$ cat src/rtl/fp8_mul_arbiter_if.sv
// Request/result bus of the FP8 multiplier arbiter: per-requester operand
// handshakes in, one result handshake out.
interface fp8_mul_arbiter_if #(
    parameter int NUM_REQ = 4
);
    localparam int ID_W = $clog2(NUM_REQ);

    logic [NUM_REQ-1:0]   req_valid;
    logic [NUM_REQ-1:0]   req_ready;
    logic [8*NUM_REQ-1:0] req_a;
    logic [8*NUM_REQ-1:0] req_b;
    logic                 res_valid;
    logic                 res_ready;
    logic [7:0]           res_data;
    logic [ID_W-1:0]      res_id;

    modport master (
        output req_valid, req_a, req_b, res_ready,
        input  req_ready, res_valid, res_data, res_id
    );

    modport slave (
        input  req_valid, req_a, req_b, res_ready,
        output req_ready, res_valid, res_data, res_id
    );
endinterface

$ cat src/rtl/fp8_mul_arbiter.sv
// NUM_REQ requesters share one FP8 (1/3/4, bias 3) multiplier through a two-stage pipeline.
// Define FP8_MUL_ARB_FIXED_PRIO_EN for fixed priority (lowest index wins) instead of round-robin.
module fp8_mul #(
    parameter int IMPL_TYPE = 0
) (
    input  logic [7:0] a,
    input  logic [7:0] b,
    output logic [7:0] p
);
    logic       sign;
    logic       a_zero, b_zero, a_inf, b_inf, a_nan, b_nan;
    logic [4:0] man_a, man_b;
    logic [9:0] prod;
    logic [3:0] frac;
    logic       guard, sticky, round_up;
    logic [4:0] frac_rnd;
    logic [4:0] e_pre, e_sum;
    logic [2:0] e_res;

    assign sign   = a[7] ^ b[7];
    assign a_zero = (a[6:4] == 3'd0);
    assign b_zero = (b[6:4] == 3'd0);
    assign a_inf  = (a[6:4] == 3'd7) && (a[3:0] == 4'd0);
    assign b_inf  = (b[6:4] == 3'd7) && (b[3:0] == 4'd0);
    assign a_nan  = (a[6:4] == 3'd7) && (a[3:0] != 4'd0);
    assign b_nan  = (b[6:4] == 3'd7) && (b[3:0] != 4'd0);
    assign man_a  = {1'b1, a[3:0]};
    assign man_b  = {1'b1, b[3:0]};

    if (IMPL_TYPE == 0) begin : g_mul_direct
        assign prod = {5'd0, man_a} * {5'd0, man_b};
    end else begin : g_mul_shift_add
        always_comb begin
            prod = '0;
            for (int i = 0; i < 5; i++) begin
                if (man_b[i]) prod = prod + ({5'd0, man_a} << i);
            end
        end
    end

    // Subnormal inputs and results below the smallest normal are flushed to zero.
    always_comb begin
        if (prod[9]) begin
            frac   = prod[8:5];
            guard  = prod[4];
            sticky = |prod[3:0];
        end else begin
            frac   = prod[7:4];
            guard  = prod[3];
            sticky = |prod[2:0];
        end
        round_up = guard & (sticky | frac[0]);
        frac_rnd = {1'b0, frac} + {4'd0, round_up};
        e_pre    = {2'b00, a[6:4]} + {2'b00, b[6:4]} + {4'd0, prod[9]};
        e_sum    = e_pre + {4'd0, frac_rnd[4]};
        e_res    = e_sum[2:0] - 3'd3;

        if (a_nan || b_nan || (a_inf && b_zero) || (a_zero && b_inf)) p = 8'h7F;
        else if (a_inf || b_inf)                                        p = {sign, 7'h70};
        else if (a_zero || b_zero)                                      p = {sign, 7'h00};
        else if (e_pre < 5'd4)                                          p = {sign, 7'h00};
        else if (e_sum >= 5'd10)                                        p = {sign, 7'h70};
        else                                                            p = {sign, e_res, frac_rnd[3:0]};
    end
endmodule

module fp8_mul_arbiter #(
    parameter int NUM_REQ   = 4,
    parameter int IMPL_TYPE = 0
) (
    input  logic             clk,
    input  logic             rst,
    fp8_mul_arbiter_if.slave bus
);
    localparam int ID_W  = $clog2(NUM_REQ);
    localparam int IDX_W = ID_W + 1;

    logic            s1_v_q, s1_v_d;
    logic [7:0]      s1_a_q, s1_a_d, s1_b_q, s1_b_d;
    logic [ID_W-1:0] s1_id_q, s1_id_d;
    logic            s2_v_q, s2_v_d;
    logic [7:0]      s2_data_q, s2_data_d;
    logic [ID_W-1:0] s2_id_q, s2_id_d;

    logic            s1_adv, s2_adv, accept, grant_found;
    logic [ID_W-1:0] grant_id;
    logic [7:0]      sel_a, sel_b, mul_p;

`ifdef FP8_MUL_ARB_FIXED_PRIO_EN
    always_comb begin
        grant_found = 1'b0;
        grant_id    = '0;
        for (int i = NUM_REQ - 1; i >= 0; i--) begin
            if (bus.req_valid[i]) begin
                grant_found = 1'b1;
                grant_id    = ID_W'(i);
            end
        end
    end
`else
    logic [ID_W-1:0]  ptr_q, ptr_d;
    logic [IDX_W-1:0] rr_idx;
    logic [ID_W-1:0]  rr_sel;

    // Scan farthest-first so the requester closest after the pointer wins.
    always_comb begin
        grant_found = 1'b0;
        grant_id    = '0;
        rr_idx      = '0;
        rr_sel      = '0;
        for (int k = NUM_REQ; k >= 1; k--) begin
            rr_idx = {1'b0, ptr_q} + IDX_W'(k);
            if (rr_idx >= IDX_W'(NUM_REQ)) rr_idx = rr_idx - IDX_W'(NUM_REQ);
            rr_sel = rr_idx[ID_W-1:0];
            if (bus.req_valid[rr_sel]) begin
                grant_found = 1'b1;
                grant_id    = rr_sel;
            end
        end
    end

    always_comb begin
        ptr_d = ptr_q;
        if (accept) ptr_d = grant_id;
    end

    always_ff @(posedge clk) begin
        if (rst) ptr_q <= ID_W'(NUM_REQ - 1);
        else     ptr_q <= ptr_d;
    end
`endif

    assign s2_adv = !s2_v_q || bus.res_ready;
    assign s1_adv = s2_adv || !s1_v_q;
    assign accept = grant_found && s1_adv && !rst;
    assign sel_a  = bus.req_a[{grant_id, 3'b000} +: 8];
    assign sel_b  = bus.req_b[{grant_id, 3'b000} +: 8];

    always_comb begin
        bus.req_ready = '0;
        if (accept) bus.req_ready[grant_id] = 1'b1;
    end

    fp8_mul #(.IMPL_TYPE(IMPL_TYPE)) u_mul (
        .a (s1_a_q),
        .b (s1_b_q),
        .p (mul_p)
    );

    always_comb begin
        s1_v_d    = s1_v_q;
        s1_a_d    = s1_a_q;
        s1_b_d    = s1_b_q;
        s1_id_d   = s1_id_q;
        s2_v_d    = s2_v_q;
        s2_data_d = s2_data_q;
        s2_id_d   = s2_id_q;
        if (s1_adv) begin
            s1_v_d = accept;
            if (accept) begin
                s1_a_d  = sel_a;
                s1_b_d  = sel_b;
                s1_id_d = grant_id;
            end
        end
        if (s2_adv) begin
            s2_v_d = s1_v_q;
            if (s1_v_q) begin
                s2_data_d = mul_p;
                s2_id_d   = s1_id_q;
            end
        end
    end

    always_ff @(posedge clk) begin
        if (rst) begin
            s1_v_q    <= 1'b0;
            s1_a_q    <= '0;
            s1_b_q    <= '0;
            s1_id_q   <= '0;
            s2_v_q    <= 1'b0;
            s2_data_q <= '0;
            s2_id_q   <= '0;
        end else begin
            s1_v_q    <= s1_v_d;
            s1_a_q    <= s1_a_d;
            s1_b_q    <= s1_b_d;
            s1_id_q   <= s1_id_d;
            s2_v_q    <= s2_v_d;
            s2_data_q <= s2_data_d;
            s2_id_q   <= s2_id_d;
        end
    end

    assign bus.res_valid = s2_v_q;
    assign bus.res_data  = s2_data_q;
    assign bus.res_id    = s2_id_q;
endmodule

$ cat src/flat_wrapper.sv
// flat-port wrapper written by rule: the top's interface ports become plain ports
module fp8_mul_arbiter_flat 
#(
    parameter int NUM_REQ   = 4,
    parameter int IMPL_TYPE = 0
)
  (clk, rst, bus_req_valid, bus_req_a, bus_req_b, bus_res_ready, bus_req_ready, bus_res_valid, bus_res_data, bus_res_id);
  fp8_mul_arbiter_if #(.NUM_REQ(NUM_REQ)) bus_i ();
  input  logic clk;
  input  logic rst;
  input wire logic [$bits(bus_i.req_valid)-1:0] bus_req_valid;
  input wire logic [$bits(bus_i.req_a)-1:0] bus_req_a;
  input wire logic [$bits(bus_i.req_b)-1:0] bus_req_b;
  input wire logic [$bits(bus_i.res_ready)-1:0] bus_res_ready;
  output wire logic [$bits(bus_i.req_ready)-1:0] bus_req_ready;
  output wire logic [$bits(bus_i.res_valid)-1:0] bus_res_valid;
  output wire logic [$bits(bus_i.res_data)-1:0] bus_res_data;
  output wire logic [$bits(bus_i.res_id)-1:0] bus_res_id;
  assign bus_i.req_valid = bus_req_valid;
  assign bus_i.req_a = bus_req_a;
  assign bus_i.req_b = bus_req_b;
  assign bus_i.res_ready = bus_res_ready;
  assign bus_req_ready = bus_i.req_ready;
  assign bus_res_valid = bus_i.res_valid;
  assign bus_res_data = bus_i.res_data;
  assign bus_res_id = bus_i.res_id;
  fp8_mul_arbiter #(.NUM_REQ(NUM_REQ), .IMPL_TYPE(IMPL_TYPE)) u_core (.clk(clk), .rst(rst), .bus(bus_i));
endmodule
$ cat config.mk
export PLATFORM = sky130hd
export DESIGN_NAME = fp8_mul_arbiter_flat
export DESIGN_NICKNAME = d
export VERILOG_FILES = /design/src/rtl/fp8_mul_arbiter_if.sv /design/src/rtl/fp8_mul_arbiter.sv /design/src/flat_wrapper.sv
export SDC_FILE = /design/constraint.sdc
export NUM_CORES = 1
export LEC_CHECK = 0
export ABC_AREA = 1
export CAP_MARGIN = 20
export CORE_MARGIN = 2
export CORE_UTILIZATION = 44
export DETAILED_ROUTE_END_ITERATION = 10
export HOLD_SLACK_MARGIN = 0.05
export PLACE_DENSITY = 0.85
export REMOVE_ABC_BUFFERS = 1
export SYNTH_ARGS = -nofsm -noshare
export SYNTH_HDL_FRONTEND = slang
export SYNTH_SLANG_ARGS = --single-unit
$ cat constraint.sdc
create_clock -name clk -period 5.05 [get_ports clk]
set_input_delay 0.505 -clock clk [delete_from_list [all_inputs] [get_ports clk]]
set_output_delay 0.505 -clock clk [all_outputs]
set_load 0.05 [all_outputs]
==> results of run 1 <==
==> per-layer routing <==
metal | up-vias | GRT usage
met4 | 0 | 0.0657
met5 | - | 0
li1 | 1762 | -
met3 | 20 | 0.0330
met1 | 1535 | 0.254
met2 | 120 | 0.365
==> cells in the mapped netlist (all sizes together) (2+ instances only) <==
cell	count
nand2	179
nand3	87
inv	58
dfxtp	32
nor2	25
ha	24
a21oi	17
o21ai	15
buf	11
fa	11
xor2	5
clkbuf	4
nand3b	4
nand4	2
nor3	2
o211ai	2
o21bai	2
or2	2
xnor2	2
==> worst min path at each step <==
stage,slack [ns],to,from
CTS,0.47,u_core.bus.res_id[0]$_SDFFE_PP0P_,u_core.s1_id_q[0]$_SDFFE_PP0P_
floorplan,0.43,u_core.bus.res_id[0]$_SDFFE_PP0P_,u_core.s1_id_q[0]$_SDFFE_PP0P_
global route,0.50,u_core.bus.res_data[7]$_SDFFE_PP0P_,u_core.bus.res_data[7]$_SDFFE_PP0P_
detailed placement,0.45,u_core.bus.res_id[0]$_SDFFE_PP0P_,u_core.s1_id_q[0]$_SDFFE_PP0P_
global placement,0.45,u_core.bus.res_id[0]$_SDFFE_PP0P_,u_core.s1_id_q[0]$_SDFFE_PP0P_
finish,0.48,u_core.bus.res_valid$_SDFFE_PP0P_,u_core.s1_v_q$_SDFFE_PP0P_
==> stage by stage <==
stage,instances,hold slack [ns],utilization
3_5_place_dp,672,0.450,0.599
2_1_floorplan,475,0.432,-
4_1_cts,680,0.474,0.619
6_report,683,0.477,0.651
3_3_place_gp,672,0.448,0.599
5_1_grt,683,0.500,0.651
==> sequential cells by signal (all words and copies together), names as in the netlist <==
name and count:
u_core.bus.res_id 2, u_core.bus.res_data 8, u_core.s1_id_q 2, u_core.bus.res_valid 1, u_core.ptr_q 2, u_core.s1_a_q 8
u_core.s1_v_q 1, u_core.s1_b_q 8
==> logic make-up (layout without fill, tap and decap cells) <==
group | Yosys count | in the layout | synth area share
buffers and inverters | 74 | 171 | 0.107
and+or+nand+nor | 302 | 302 | 0.424
xor gates and xnor gates | 7 | 7 | 0.0199
DFF | 32 | 32 | 0.208
adders and majority gates | 35 | 35 | 0.169
AOI/OAI and AO/OA | 40 | 40 | 0.0719
==> worst max-delay path: cells and delay by family, from the launching register on <==
kind	cells	cell delay (ns)
buffers and inverters	4	0.28
adder cells (fa/ha/maj)	8	2.45
AND/OR/NAND/NOR	17	1.52
flip-flops	1	0.33
AO/OA/AOI/OAI	2	0.31
==> timing repair <==
action                                  4_1_cts  5_1_grt
pin swaps                                     4       17
gates resized for setup                       7       41
endpoints found under the hold margin         0        0
endpoints found under the setup margin        6        7
buffers inserted                              0        3
==> cell type report <==
cell class | count | area [µm²]
Fill cell | 555 | 2370
Multi-Input combinational cell | 384 | 2320
Timing Repair Buffer | 104 | 997
Sequential cell | 32 | 644
Inverter | 59 | 225
Tap cell | 96 | 120
Clock buffer | 5 | 68.8
Clock inverter | 3 | 42.5
==> results.yml, run 1 <==
grt:
  first_global_vias: 3101
  grt_pass1_wl_mm: 12.9
  grt_start_max_net_pins: 35
  overflow: 0
  grt_antenna_before_repair: 0
  grt.total_usage: 0.206
routing:
  drc_errors: 0
  vias: 3437
  vias_per_cell: 5.03
  m1WireLength_mm: 3.50
  drt-initial-drc-count: 116
  met2WireLength_mm: 4.01
  highest_layer: "met4"
  wirelength_mm: 8.15
  wl_met3_um: 462
  dr.pass1.iters: 4
  postRouteAntennaNets: 0
  routedWlPerCell_um: 11.9
synth:
  synth_edf_count: 0
  syn_area_um2: 3080
  syn-mean-instance-area_um2: 6.29
  synth_top_area_cell: "nand2_1"
  async_reset_ff_frac: 0
  yosys.area.top_type_share: 0.212
  seq_area_frac_synth: 0.208
  syn_inst: 490
  synth-main-ff-cell: "dfxtp_1"
  synth_cell_types: 36
  synth_warnings: 0
  synth_area_leaders: "nand2_1 (21%), dfxtp_1 (21%), nand3_1 (14%), ha_1 (9.7%), fa_1 (7.1%)"
  synth-seq-cells: 32
die:
  dieWidth_um: 87.7
  initial_core_util: 0.453
  die_h_um: 87.7
  die_area_um2: 7690
  core_region_area_um2: 6790
  row_count: 30
  io_pins: 86
setup_path:
  worstSetupPathType: "flop to flop"
  r2r-end: "u_core.bus.res_data[0]$_SDFFE_PP0P_"
  critPathMaxStageDelay_ns: 0.50
  r2r_start: "u_core.s1_b_q[2]$_SDFFE_PP0P_"
  end_kind: "flop"
  rr_worst_depth: 31
  crit_arrival_ns: 5.18
  crit_top_cell: "nand2_2"
  crit_start: "u_core.s1_b_q[2]$_SDFFE_PP0P_"
  startpoint_type: "flop"
  required_ns: 5.28
  rrSetupSlack_ns: 0.1
  worst-path-max-fanout: 4
  cp_slowest_cell: "fa_1"
  critPathCapture: "u_core.bus.res_data[0]$_SDFFE_PP0P_"
sta:
  final-max-slew-violation-count: 0
  finalClockSkew_ns: 0.00890
  setup_ws_ns: 0.0987
  max_slew_margin: 0.630
  max_freq_mhz: 202
  setup_viol: 0
  final.setup.tns_ns: 0
  period_share: 0.980
  hold_viol: 0
  fin_crit_ns: 4.95
  tightest_slew_ns: 0.553
cts:
  clkLatencyLatePin_ns: 0.29
  cts.clk_slew.worst_paths_ns: 0.07
  htree_levels: 2
  cts.sinks: 32
  ctsHoldBuffers: 0
  cts_root_buf: "clkbuf_8"
  cts_buffers: 5
  cts_tree: "done"
  clockBufferDepth: 2
final_layout:
  syn_to_final_growth_pct: 43.5
  finalInstanceArea_um2: 4420
  drive_gt1_frac: 0.138
  antennaDiodeCount: 0
  final_common_cell: "nand2_1"
  fin_nets: 692
  layout_common_cells: "nand2_1 (162), clkdlybuf4s50_1 (85), nand3_1 (84), inv_1 (52), dfxtp_1 (29)"
worst_hold_path:
  hold_path.class: "flop to flop"
  min_path_cells: 2
placed_design:
  dpl-instance-area_um2: 4070
  port_buffers: 85
  place_hpwl_mm: 5.99
  place_congestion: 0.902
  post-place-ws_ns: -0.188
run_status:
  outcome: "finished clean"
flow_run:
  max-cap-violations: 0
Power of run 1 is not shown: default switching activity piles up to over one toggle a cycle in this logic, so the estimate is an artifact.
==> run 2: changes to the inputs <==
--- a/config.mk
+++ b/config.mk
@@ -13,6 +13,7 @@
 export HOLD_SLACK_MARGIN = 0.05
 export PLACE_DENSITY = 0.85
 export REMOVE_ABC_BUFFERS = 1
+export SETUP_SLACK_MARGIN = 0.4
 export SYNTH_ARGS = -nofsm -noshare
 export SYNTH_HDL_FRONTEND = slang
 export SYNTH_SLANG_ARGS = --single-unit
==> run 2 against run 1 <==
Net effect: critical path depth shrank 4; sequential share of layout area shrank 0.50 points; final cell count grew 1.2%; non-clock buffer count grew 8; flip-flop and latch count is the same; first-iteration DRC count grew 28%; global-route usage grew 1.3 points; maximum frequency grew 1.3%; critical endpoint is now u_core.bus.res_data[5]$_SDFFE_PP0P_.
==> results.yml, run 2 (synthesis results as in run 1) <==
setup_path:
  startpoint_type: "flop"
  worstSetupPathType: "flop to flop"
  cp_slowest_cell: "fa_1"
  crit_arrival_ns: 5.11
  r2r_start: "u_core.s1_b_q[3]$_SDFFE_PP0P_"
  crit_start: "u_core.s1_b_q[3]$_SDFFE_PP0P_"
  crit_top_cell: "nand2_4"
  critPathMaxStageDelay_ns: 0.53
  end_kind: "flop"
  worst-path-max-fanout: 3
  required_ns: 5.28
sta:
  max_slew_margin: 0.626
  hold_viol: 0
  final-max-slew-violation-count: 0
  fin_crit_ns: 4.89
  finalClockSkew_ns: 0.00869
  rsz0062_at_grt: "true"
  tightest_slew_ns: 0.559
  period_share: 0.968
  max_freq_mhz: 205
  setup_viol: 0
  fin_hold_ws_ns: 0.478
placed_design:
  place_congestion: 0.902
  dpl-instance-area_um2: 4070
  port_buffers: 85
  place_hpwl_mm: 5.99
final_layout:
  syn_to_final_growth_pct: 48.6
  finalInstanceArea_um2: 4580
  fin_nets: 700
  nFillCells: 540
  layout_common_cells: "nand2_1 (157), clkdlybuf4s50_1 (85), nand3_1 (80), inv_1 (51), dfxtp_1 (29)"
  drive_gt1_frac: 0.170
  antennaDiodeCount: 0
  final_common_cell: "nand2_1"
die:
  die_h_um: 87.7
  die_area_um2: 7690
  initial_core_util: 0.453
  io_pins: 86
  core_region_area_um2: 6790
  dieWidth_um: 87.7
  row_count: 30
routing:
  vias_per_cell: 5.16
  drc_errors: 0
  routedWlPerCell_um: 12.8
  postRouteAntennaNets: 0
  dr.pass1.iters: 6
  wirelength_mm: 8.85
  vias: 3565
  drt-initial-drc-count: 148
grt:
  grt.total_usage: 0.219
  overflow: 0
  grt_antenna_before_repair: 0
  grt_start_max_net_pins: 35
  grt_pass1_wl_mm: 13.7
  first_global_vias: 3260
run_status:
  outcome: "finished clean"
flow_run:
  max-cap-violations: 0
cts:
  cts_root_buf: "clkbuf_8"
  cts.sinks: 32
  ctsHoldBuffers: 0
  cts_buffers: 5
  clockBufferDepth: 2
  clkLatencyLatePin_ns: 0.29
  htree_levels: 2
  cts_tree: "done"
  cts.clk_slew.worst_paths_ns: 0.07
worst_hold_path:
  hp-start: "u_core.s1_v_q$_SDFFE_PP0P_"
  hold_path.class: "flop to flop"
-- run 2: cell types whose count changed in the layout (fill, tap and decap cells not counted), sizes merged --
cell  previous run  this run
buf             19        27
-- run 2: cell type report --
class	instances	area, µm²	area share
inverter	59	225	0.0492
clock buffer	5	68.8	0.0150
multi-input combinational	384	2420	0.528
timing repair buffer	112	1060	0.231
sequential	32	644	0.141
clock inverter	3	42.5	0.00929
tap	96	120	0.0262
-- run 2: worst max-delay path: cells and delay by family, from the launching register on --
family,cells,cell delay (ns)
AND/OR/NAND/NOR,11,0.76
adder cells (fa/ha/maj),8,2.97
flip-flops,1,0.32
buffers and inverters,6,0.48
AO/OA/AOI/OAI,2,0.31
-- run 2: repair_timing --
action / in CTS / in global routing
endpoints found under the setup margin: 7 / 7
buffers inserted: 7 / 4
gates resized for setup: 30 / 38
pin swaps: 23 / 21
-- run 2: per-stage QoR --
stage / setup slack [ns] / instances / util / TNS [ns]
after floorplan: -0.0352 / 475 / - / -0.107
after global placement: 0.0267 / 672 / 0.599 / 0
after detailed placement: -0.188 / 672 / 0.599 / -0.770
after CTS: 0.238 / 687 / 0.641 / 0
after global routing: -0.0539 / 691 / 0.674 / -0.172
final: 0.163 / 691 / 0.674 / 0
-- run 2: worst paths after layout --
path / end / slack, ns / cells past startpoint
setup / recovery: u_core.bus.res_data[5]$_SDFFE_PP0P_ / 0.16 / 27
hold / removal: u_core.bus.res_valid$_SDFFE_PP0P_ / 0.48 / 2
setup reg to reg: u_core.bus.res_data[5]$_SDFFE_PP0P_ / 0.16 / 27
hold reg to reg: u_core.bus.res_valid$_SDFFE_PP0P_ / 0.48 / 2
-- run 2: per-layer routing --
layer | wire length, µm | vias up | GRT usage
li1 | - | 1783 | -
met1 | 3680 | 1591 | 0.265
met2 | 4320 | 155 | 0.387
met3 | 544 | 36 | 0.0349
met4 | 303 | 0 | 0.0853
met5 | 0 | - | 0
Power of run 2 is left out for the same reason.
==> run 3: changes to the inputs <==
--- a/config.mk
+++ b/config.mk
@@ -7,8 +7,10 @@
 export LEC_CHECK = 0
 export ABC_AREA = 1
 export CAP_MARGIN = 20
+export CORE_ASPECT_RATIO = 0.8
 export CORE_MARGIN = 2
 export CORE_UTILIZATION = 44
+export CTS_BUF_LIST = sky130_fd_sc_hd__clkbuf_16
 export DETAILED_ROUTE_END_ITERATION = 10
 export HOLD_SLACK_MARGIN = 0.05
 export PLACE_DENSITY = 0.85
==> run 3 against run 2 <==
Net effect: global-route usage rose by 0.99 points; first-iteration DRC count rose by 42%; critical path depth up 2; design area is 0.77% lower; wire length increased by 3.1%; core utilization decreased by 0.81 points; non-clock buffer count is the same; flip-flop and latch count unchanged; die area about the same; setup slack worse by 0.057 ns; via count is 0.73% higher; final cell count decreased by 1.3%; largest cell class unchanged.
==> results.yml, run 3 (synthesis results as in run 1) <==
run_status:
  outcome: "finished clean"
sta:
  period_share: 0.979
  max_slew_margin: 0.614
  finalClockSkew_ns: 0.00431
  max_freq_mhz: 202
  setup_viol: 0
  fin_crit_ns: 4.94
  fin_hold_ws_ns: 0.473
  tightest_slew_ns: 0.577
  final-max-slew-violation-count: 0
  hold_viol: 0
  rsz0062_at_grt: "true"
  final.setup.tns_ns: 0
die:
  row_count: 27
  io_pins: 86
  die_h_um: 78.8
  die_area_um2: 7690
  core_region_area_um2: 6820
  initial_core_util: 0.451
  dieWidth_um: 97.6
cts:
  clkLatencyLatePin_ns: 0.28
  cts.sinks: 32
  ctsHoldBuffers: 0
  cts_tree: "done"
  clockBufferDepth: 2
  cts_buffers: 5
  cts.clk_slew.worst_paths_ns: 0.05
  cts_root_buf: "clkbuf_16"
  htree_levels: 2
routing:
  wirelength_mm: 9.12
  vias_per_cell: 5.27
  drt-initial-drc-count: 210
  drc_errors: 0
  vias: 3591
  postRouteAntennaNets: 0
  routedWlPerCell_um: 13.4
  dr.pass1.iters: 5
setup_path:
  worst-path-max-fanout: 5
  critPathMaxStageDelay_ns: 0.60
  worstSetupPathType: "flop to flop"
  required_ns: 5.26
  cp_slowest_cell: "fa_1"
  startpoint_type: "flop"
  rrSetupSlack_ns: 0.11
  crit_arrival_ns: 5.16
  crit_top_cell: "ha_4"
  end_kind: "flop"
worst_hold_path:
  hold_path.class: "flop to flop"
placed_design:
  dpl-instance-area_um2: 4070
  place_congestion: 0.862
  port_buffers: 85
  place_hpwl_mm: 6.32
grt:
  overflow: 0
  grt_start_max_net_pins: 35
  grt_antenna_before_repair: 0
  grt_pass1_wl_mm: 14.8
  first_global_vias: 3441
  grt.total_usage: 0.229
final_layout:
  layout_common_cells: "nand2_1 (160), clkdlybuf4s50_1 (85), nand3_1 (81), inv_1 (52), dfxtp_1 (29)"
  nFillCells: 534
  antennaDiodeCount: 0
  syn_to_final_growth_pct: 47.4
  fin_util: 0.666
  finalInstanceArea_um2: 4540
  multi_input_area_um2: 2340
  final_common_cell: "nand2_1"
  drive_gt1_frac: 0.156
  fin_nets: 700
  seqCellArea_um2: 644
flow_run:
  max-cap-violations: 0
run 3: area by class of cell:
type | instances | area share
Timing Repair Buffer | 112 | 0.233
Inverter | 59 | 0.0496
Sequential cell | 32 | 0.142
Tap cell | 87 | 0.0240
Clock buffer | 5 | 0.0275
Multi-Input combinational cell | 384 | 0.516
Clock inverter | 3 | 0.00854
run 3: timing repair:
action / CTS / global route
pin swaps: 22 / 14
resized for setup: 30 / 25
setup endpoints to repair: 7 / 7
hold endpoints to repair: 0 / 0
buffers inserted: 7 / 2
run 3: worst max-delay path: cells and delay by family (launching register included):
family	cells	cell delay, ns
and+or+nand+nor	16	1.55
DFF	1	0.32
AOI/OAI and AO/OA	1	0.15
adders and majority gates	8	2.39
buffers and inverters	4	0.44
run 3: worst paths after layout:
| kind | from | end | cells past startpoint |
|---|---|---|---|
| hold reg to reg | u_core.s1_id_q[0]$_SDFFE_PP0P_ | u_core.bus.res_id[0]$_SDFFE_PP0P_ | 2 |
| hold / removal | u_core.s1_id_q[0]$_SDFFE_PP0P_ | u_core.bus.res_id[0]$_SDFFE_PP0P_ | 2 |
| setup / recovery | u_core.s1_a_q[1]$_SDFFE_PP0P_ | u_core.bus.res_data[2]$_SDFFE_PP0P_ | 29 |
| setup reg to reg | u_core.s1_a_q[1]$_SDFFE_PP0P_ | u_core.bus.res_data[2]$_SDFFE_PP0P_ | 29 |
run 3: per-stage QoR:
stage / std cells / setup slack (ns)
final: 682 / 0.107
after global routing: 682 / -0.0950
after CTS: 680 / 0.192
after detailed placement: 665 / -0.247
after global placement: 665 / 0.0162
after floorplan: 475 / -0.0352
run 3: layer usage:
layer,part of all wire,global-route usage
met1,0.41,0.266
met2,0.49,0.410
met3,0.073,0.0405
met4,0.030,0.110
met5,0,0
Power of run 3 is left out for the same reason.
